## config.mk

```make
export PLATFORM = sky130hd
export DESIGN_NAME = i2s_multi_rx
export DESIGN_NICKNAME = d
export VERILOG_FILES = /design/src/rtl/i2s_pkg.sv /design/src/rtl/i2s_sync.sv /design/src/rtl/i2s_multi_rx.sv
export SDC_FILE = /design/constraint.sdc
export NUM_CORES = 1
export LEC_CHECK = 0
export CAP_MARGIN = 20
export CORE_MARGIN = 4
export CORE_UTILIZATION = 50
export CTS_CLUSTER_SIZE = 28
export DETAILED_ROUTE_END_ITERATION = 8
export PLACE_DENSITY_LB_ADDON = 0.2
export SETUP_SLACK_MARGIN = 0.15
export SLEW_MARGIN = 20
export SYNTH_ARGS = -nofsm -noshare
export SYNTH_HDL_FRONTEND = slang
export SYNTH_SLANG_ARGS = --single-unit
```

## constraint.sdc

```tcl
create_clock -name CLOCK_50 -period 3.54 [get_ports CLOCK_50]
set_clock_uncertainty 0.05 [all_clocks]
set_input_delay 0.708 -clock CLOCK_50 [delete_from_list [all_inputs] [get_ports CLOCK_50]]
set_output_delay 0.708 -clock CLOCK_50 [all_outputs]
set_load 0.03 [all_outputs]
```

## src/rtl/i2s_pkg.sv

```systemverilog
`default_nettype none
// ============================================================================
// Module      : i2s_pkg
// Description : Shared types and constants for the multi-line I2S receiver:
//               framing state enum, framing-loss timeout and default width.
// Revision    : 1.0 - initial release
// ============================================================================
package i2s_pkg;

  typedef enum logic [1:0] {
    ALIGN = 2'd0,
    LEFT  = 2'd1,
    RIGHT = 2'd2
  } i2s_state_t;

  // sck rises allowed without a ws change before framing is declared lost
  localparam int TIMEOUT_RISES  = 64;
  localparam int DEFAULT_DATA_W = 16;

endpackage
`default_nettype wire

```

## src/rtl/i2s_sync.sv

```systemverilog
`default_nettype none
// ============================================================================
// Module      : i2s_sync
// Description : Multi-stage synchronizer for sck, ws and all sd lines (equal
//               delay on every bit) plus a single-cycle sck rising-edge flag.
// Revision    : 1.0 - initial release
// ============================================================================
module i2s_sync #(
  parameter int NUM_LINES   = 2,
  parameter int SYNC_STAGES = 2
) (
  input  logic                 clk,
  input  logic                 rst,
  input  logic                 i_sck,
  input  logic                 i_ws,
  input  logic [NUM_LINES-1:0] i_sd,
  output logic                 o_ws,
  output logic [NUM_LINES-1:0] o_sd,
  output logic                 o_sck_rise
);

  // Bit layout of each stage: {sck, ws, sd[NUM_LINES-1:0]}
  localparam int W = NUM_LINES + 2;

  logic [W-1:0] r_sync [SYNC_STAGES];
  logic         r_sck_prev;
  logic [W-1:0] w_last;

  // Shift all serial inputs through the same chain so they stay aligned
  always_ff @(posedge clk) begin
    if (rst) begin
      for (int i = 0; i < SYNC_STAGES; i++) r_sync[i] <= '0;
      r_sck_prev <= 1'b0;
    end else begin
      r_sync[0] <= {i_sck, i_ws, i_sd};
      for (int i = 1; i < SYNC_STAGES; i++) r_sync[i] <= r_sync[i-1];
      r_sck_prev <= r_sync[SYNC_STAGES-1][W-1];
    end
  end

  assign w_last     = r_sync[SYNC_STAGES-1];
  assign o_sck_rise = w_last[W-1] & ~r_sck_prev;
  assign o_ws       = w_last[W-2];
  assign o_sd       = w_last[NUM_LINES-1:0];

endmodule
`default_nettype wire

```

## src/rtl/i2s_multi_rx.sv

```systemverilog
`default_nettype none
// ============================================================================
// Module      : i2s_multi_rx
// Description : Multi-line I2S receiver. Aligns to ws, captures the first
//               DATA_W bits of each slot MSB-first (zero-filled if the slot
//               is shorter) and presents L/R frames on a valid/ready port
//               with drop-on-full overflow reporting.
//               Optional: I2S_RX_STATUS_EN adds the ovf_count output.
// Revision    : 1.0 - initial release
// ============================================================================
module i2s_multi_rx
  import i2s_pkg::*;
#(
  parameter int NUM_LINES   = 2,
  parameter int DATA_W      = DEFAULT_DATA_W,
  parameter int SYNC_STAGES = 2
) (
  input  logic                        CLOCK_50,
  input  logic                        reset,
  input  logic                        sck,
  input  logic                        ws,
  input  logic [NUM_LINES-1:0]        sd,
  output logic [NUM_LINES*DATA_W-1:0] data_left,
  output logic [NUM_LINES*DATA_W-1:0] data_right,
  output logic                        out_valid,
  input  logic                        out_ready,
  output logic                        overflow
`ifdef I2S_RX_STATUS_EN
  ,
  output logic [15:0]                 ovf_count
`endif
);

  localparam int CNT_W = $clog2(DATA_W + 1);
  localparam int TO_W  = $clog2(TIMEOUT_RISES + 1);
  localparam int LW    = NUM_LINES * DATA_W;

  logic                 w_ws;
  logic                 w_rise;
  logic [NUM_LINES-1:0] w_sd;

  i2s_state_t           r_state;
  i2s_state_t           w_state_next;
  logic                 r_ws_prev;
  logic [CNT_W-1:0]     r_cnt;
  logic [CNT_W-1:0]     w_cnt_next;
  logic [TO_W-1:0]      r_to_cnt;
  logic [LW-1:0]        r_shift;
  logic [LW-1:0]        r_left_hold;
  logic [LW-1:0]        w_shift_next;
  logic [LW-1:0]        w_word_fill;
  logic                 w_ws_change;
  logic                 w_timeout;
  logic                 w_slot_end_l;
  logic                 w_complete;

  logic [LW-1:0]        r_data_left;
  logic [LW-1:0]        r_data_right;
  logic                 r_out_valid;
  logic                 r_overflow;

  i2s_sync #(
    .NUM_LINES   (NUM_LINES),
    .SYNC_STAGES (SYNC_STAGES)
  ) u_sync (
    .clk        (CLOCK_50),
    .rst        (reset),
    .i_sck      (sck),
    .i_ws       (ws),
    .i_sd       (sd),
    .o_ws       (w_ws),
    .o_sd       (w_sd),
    .o_sck_rise (w_rise)
  );

  // ws edges and framing loss are only meaningful on an sck rise
  assign w_ws_change = w_rise & (w_ws != r_ws_prev);
  assign w_timeout   = w_rise & ~w_ws_change &
                       (r_to_cnt == TO_W'(TIMEOUT_RISES - 1));

  // State register
  always_ff @(posedge CLOCK_50) begin
    if (reset) r_state <= ALIGN;
    else       r_state <= w_state_next;
  end

  // Next-state and slot-boundary strobes; in LEFT a change is always 0->1,
  // in RIGHT always 1->0, because r_ws_prev tracks every sampled ws
  always_comb begin
    w_state_next = r_state;
    w_slot_end_l = 1'b0;
    w_complete   = 1'b0;
    case (r_state)
      ALIGN: begin
        if (w_ws_change && !w_ws) w_state_next = LEFT;
      end
      LEFT: begin
        if (w_timeout) begin
          w_state_next = ALIGN;
        end else if (w_ws_change) begin
          w_state_next = RIGHT;
          w_slot_end_l = 1'b1;
        end
      end
      RIGHT: begin
        if (w_timeout) begin
          w_state_next = ALIGN;
        end else if (w_ws_change) begin
          w_state_next = LEFT;
          w_complete   = 1'b1;
        end
      end
      default: w_state_next = ALIGN;
    endcase
  end

  // Shift in the current bit while fewer than DATA_W bits are held, then
  // left-justify so a short slot ends up zero-filled in its LSBs
  always_comb begin
    w_cnt_next   = (r_cnt < CNT_W'(DATA_W)) ? r_cnt + 1'b1 : r_cnt;
    w_shift_next = r_shift;
    w_word_fill  = '0;
    for (int k = 0; k < NUM_LINES; k++) begin
      if (r_cnt < CNT_W'(DATA_W))
        w_shift_next[k*DATA_W +: DATA_W] = {r_shift[k*DATA_W +: DATA_W-1], w_sd[k]};
      w_word_fill[k*DATA_W +: DATA_W] =
        w_shift_next[k*DATA_W +: DATA_W] << (CNT_W'(DATA_W) - w_cnt_next);
    end
  end

  // Bit capture, per-slot counters and the internal left-word latch
  always_ff @(posedge CLOCK_50) begin
    if (reset) begin
      r_ws_prev   <= 1'b0;
      r_cnt       <= '0;
      r_to_cnt    <= '0;
      r_shift     <= '0;
      r_left_hold <= '0;
    end else if (w_rise) begin
      r_ws_prev <= w_ws;
      if (r_state == ALIGN || w_ws_change || w_timeout)
        r_to_cnt <= '0;
      else
        r_to_cnt <= r_to_cnt + 1'b1;
      // The bit on a ws-change rise belongs to the old slot; the new slot
      // starts empty on the following rise
      if (r_state == ALIGN || w_ws_change || w_timeout) begin
        r_cnt   <= '0;
        r_shift <= '0;
      end else begin
        r_cnt   <= w_cnt_next;
        r_shift <= w_shift_next;
      end
      if (w_slot_end_l) r_left_hold <= w_word_fill;
    end
  end

  // Output holding register: load when empty or being drained, else drop
  always_ff @(posedge CLOCK_50) begin
    if (reset) begin
      r_data_left  <= '0;
      r_data_right <= '0;
      r_out_valid  <= 1'b0;
      r_overflow   <= 1'b0;
    end else begin
      r_overflow <= 1'b0;
      if (w_complete) begin
        if (!r_out_valid || out_ready) begin
          r_data_left  <= r_left_hold;
          r_data_right <= w_word_fill;
          r_out_valid  <= 1'b1;
        end else begin
          r_overflow <= 1'b1;
        end
      end else if (r_out_valid && out_ready) begin
        r_out_valid <= 1'b0;
      end
    end
  end

  assign data_left  = r_data_left;
  assign data_right = r_data_right;
  assign out_valid  = r_out_valid;
  assign overflow   = r_overflow;

`ifdef I2S_RX_STATUS_EN
  logic [15:0] r_ovf_count;

  // Saturating count of dropped frames
  always_ff @(posedge CLOCK_50) begin
    if (reset)
      r_ovf_count <= '0;
    else if (r_overflow && r_ovf_count != 16'hFFFF)
      r_ovf_count <= r_ovf_count + 16'd1;
  end

  assign ovf_count = r_ovf_count;
`endif

endmodule
`default_nettype wire

```

==> metrics.md <==
| Metric | Value |
|---|---|
| Max VDD drop | 0.290 mV |
| Slew HR | 49.6% |
| Ports | 73 |
| Fin crit period | roughly 3 ns |
| Worst Path Required | 3.76 ns |
| Clock Latency Late Sink | 0.42 ns |
| Vias per cell | 5.81 |
| Reg clk slew, reported paths | 0.06 ns |
| Crit path launch type | flip-flop |
| Placer Congestion | 0.984 |
| Syn_area_per_cell | around 8 um2 |
| DR iter-0 viols | about 750 |
| YS warnings | 0 |
| Largest fanout on the critical path | 11 |
| DIE HEIGHT | 131 um |
| DR pass1 iterations | 5 |
| Crit path capture type | flip-flop |
| Syn Inst Count | between 900 and 1000 |
| Worst Tran Pin Value | 0.748 ns |
| Unique masters post-synth | 64 |
| WS Path Type | reg -> reg |
| Drt total wl | 20700 um |
| Post-layout util | 61.1% |
| Post-CTS repair timing setup buffer count | 0 |
| Static leakage | 2.93 nW |
| CTS buffer count | 17 |
| Pins Over Slew Limit | 0 |
| Most frequent cell after synthesis | nand2_1 |
| Post-route ant nets | 0 |
| Post-synth top area cell | dfxtp_1 |
| Htree depth | 4 |
| Largest net degree at the start of global routing | 64 |
| Mapped cell area | 7500 um2 |
| CTS Hold Bufs | 0 |
| CP arrival | 3.24 ns |
| Final HPWL DP | approximately 15000 um |
| # clock sinks | approximately 150 |
| Share of cells above drive strength 1 | 11.2% |
| Post-synth top area share | 41.1% |
| Diodes inserted | 0 |
| Core ar. | 14600 um2 |
| Area grow syn2layout | 19.3% |
| Critical path origin | r_cnt[1] |
| Hold Crit Class | reg -> reg |
| Commonest cells post-synth | nand2_1 (234), dfxtp_1 (154), a21oi_1 (118) |
| Final worst-path cycle share | between 80 and 90% |
| Core Rows | 44 |
| Worst setup endpoint | data_right[9] |
| Ys async rst share | 0% |
| Top FF cell, synth | dfxtp_1 |
| Initial antenna violation count | 0 |
| Flop-to-flop setup slack | about 0.53 ns |
| CTS tree | built |
| RR Endpoint | data_right[9] |
| Worst reg2reg path depth | 7 |
| First-pass GRT wire length | 32900 um |
| Initial Util | 51.2% |
| Max_cap viols | 0 |
| Cell area power density | 416 nW/um2 |
| Unrepaired setup endpoints after global routing | false |
| # DRC | 0 |
| Status | completed |
| Setup TNS | 0 ns |
| EDFF count, synth | 0 |
| FF-to-FF Start | r_cnt[1] |
| PostCTS Resize Cnt | 0 |
| Final Setup Violations | 0 |
| Fmax | about 330 MHz |
| Vias in the first global route | 6075 |
| Gr usage total | 24.5% |
| Synthesized flop and latch total | between 150 and 200 |
| Endpoints failing hold | 0 |
| Clock root buffer | clkbuf_16 |
| Die Span X | 131 um |
| Main area contributors after synthesis | dfxtp_1 (41%), nand2_1 (12%), a21oi_1 (7.9%) |
| Final net count | 988 |
| Register area share after synthesis | approximately two fifths |
| GR Overflow Total | 0 |
| Clock buffer depth | 2 |
| Fillers | 1318 |
| Die Area | 17000 um2 |
| Syn_nets | 942 |
| DR vias | roughly 6800 |
| IO Port Bufs | 72 |
| Drt wl/cell | about 18 um |
cells by family after synthesis:
group / count (synthesis) / share of synthesized area (%)
buf+inv: 73 / 4.02
fa+ha+maj: 2 / 0.333
simple gates: 395 / 23.6
flops: 154 / 41.1
compound gates: 245 / 19.7
xor+xnor: 14 / 1.98
mux: 50 / 9.27
power by group:
| part | switching [mW] | total, mW | internal (mW) |
|---|---|---|---|
| clock | 0.780 | 1.77 | 0.995 |
| sequential | 0.00589 | 1.75 | 1.74 |
| combinational | 0.139 | 0.205 | 0.0661 |
per-layer routing:
layer	up-vias	GRT usage, %	share of wire (%)	routed length, um
li1	3364	-	-	-
met1	3184	35.3	47	9640
met2	248	36.4	44	9200
met3	39	5.12	6.3	1310
met4	0	9.13	2.7	567
met5	-	0	0	0
flip-flops by register name (all words and copies together), names as in the netlist:
register,flops
u_sync.r_sync,8
r_state,2
r_to_cnt,7
data_right,32
r_ws_prev,1
r_cnt,5
data_left,32
overflow,1
r_left_hold,32
r_shift,32
out_valid,1
u_sync.r_sck_prev,1
placed cells by master, fill, tap and decap left out, drive strengths merged, types with 6 or more instances in the layout:
master / instances
xor2: 8
nor3: 15
buf: 26
a32oi: 9
clkdlybuf4s50: 71
o22ai: 6
nand2: 234
inv: 11
clkbuf: 17
nand2b: 12
mux4: 14
dfxtp: 154
a211oi: 13
mux2: 16
o21ai: 47
o211ai: 6
nor2: 63
xnor2: 6
nor2b: 16
a311oi: 14
a21oi: 118
nand3b: 9
mux2i: 20
nand3: 22
cell type report:
type | instances | area (um2) | share of cell area, %
clock buffers | 17 | 425 | 4.75
clock inverters | 15 | 155 | 1.73
inverters | 3 | 11.3 | 0.126
multi-input cells | 706 | 4130 | 46.1
flip-flops and latches | 154 | 3080 | 34.5
well taps | 184 | 230 | 2.57
repair buffers | 97 | 918 | 10.3
critical path: stages (launching register included):
cell,delay (ns)
dfxtp_1,0.52
ha_1,0.39
and2b_1,0.27
nor3_2,0.31
or2_1,0.41
mux4_2,0.59
a21oi_1,0.21
a311oi_1,0.11
worst min-delay path by stage:
stage / start / to / slack [ns] / depth (start not counted)
after floorplan: u_sync.r_sync[0][0] / u_sync.r_sync[0][4] / 0.36 / 1
after global placement: u_sync.r_sync[0][3] / u_sync.r_sync[0][7] / 0.37 / 1
after detailed placement: u_sync.r_sync[0][0] / u_sync.r_sync[0][4] / 0.37 / 1
after CTS: u_sync.r_sync[0][0] / u_sync.r_sync[0][4] / 0.39 / 1
after global routing: u_sync.r_sync[0][0] / u_sync.r_sync[0][4] / 0.41 / 1
final: u_sync.r_sync[0][0] / u_sync.r_sync[0][4] / 0.39 / 1
through the flow:
| stage | cells | area (um2) | hold WS [ns] | setup WS (ns) | power, mW |
|---|---|---|---|---|---|
| 4_1_cts | 1176 | 8950 | 0.389 | 0.565 | 3.74 |
| 5_1_grt | 1176 | 8950 | 0.413 | 0.339 | 3.85 |
| 6_report | 1176 | 8950 | 0.388 | 0.526 | 3.73 |
| 3_5_place_dp | 1144 | 8370 | 0.374 | 0.571 | 1.99 |
| 2_1_floorplan | 933 | 7500 | 0.364 | 1.04 | 1.93 |
| 3_3_place_gp | 1144 | 8370 | 0.366 | 0.639 | 1.99 |
Power figures use the tool's default switching activity.
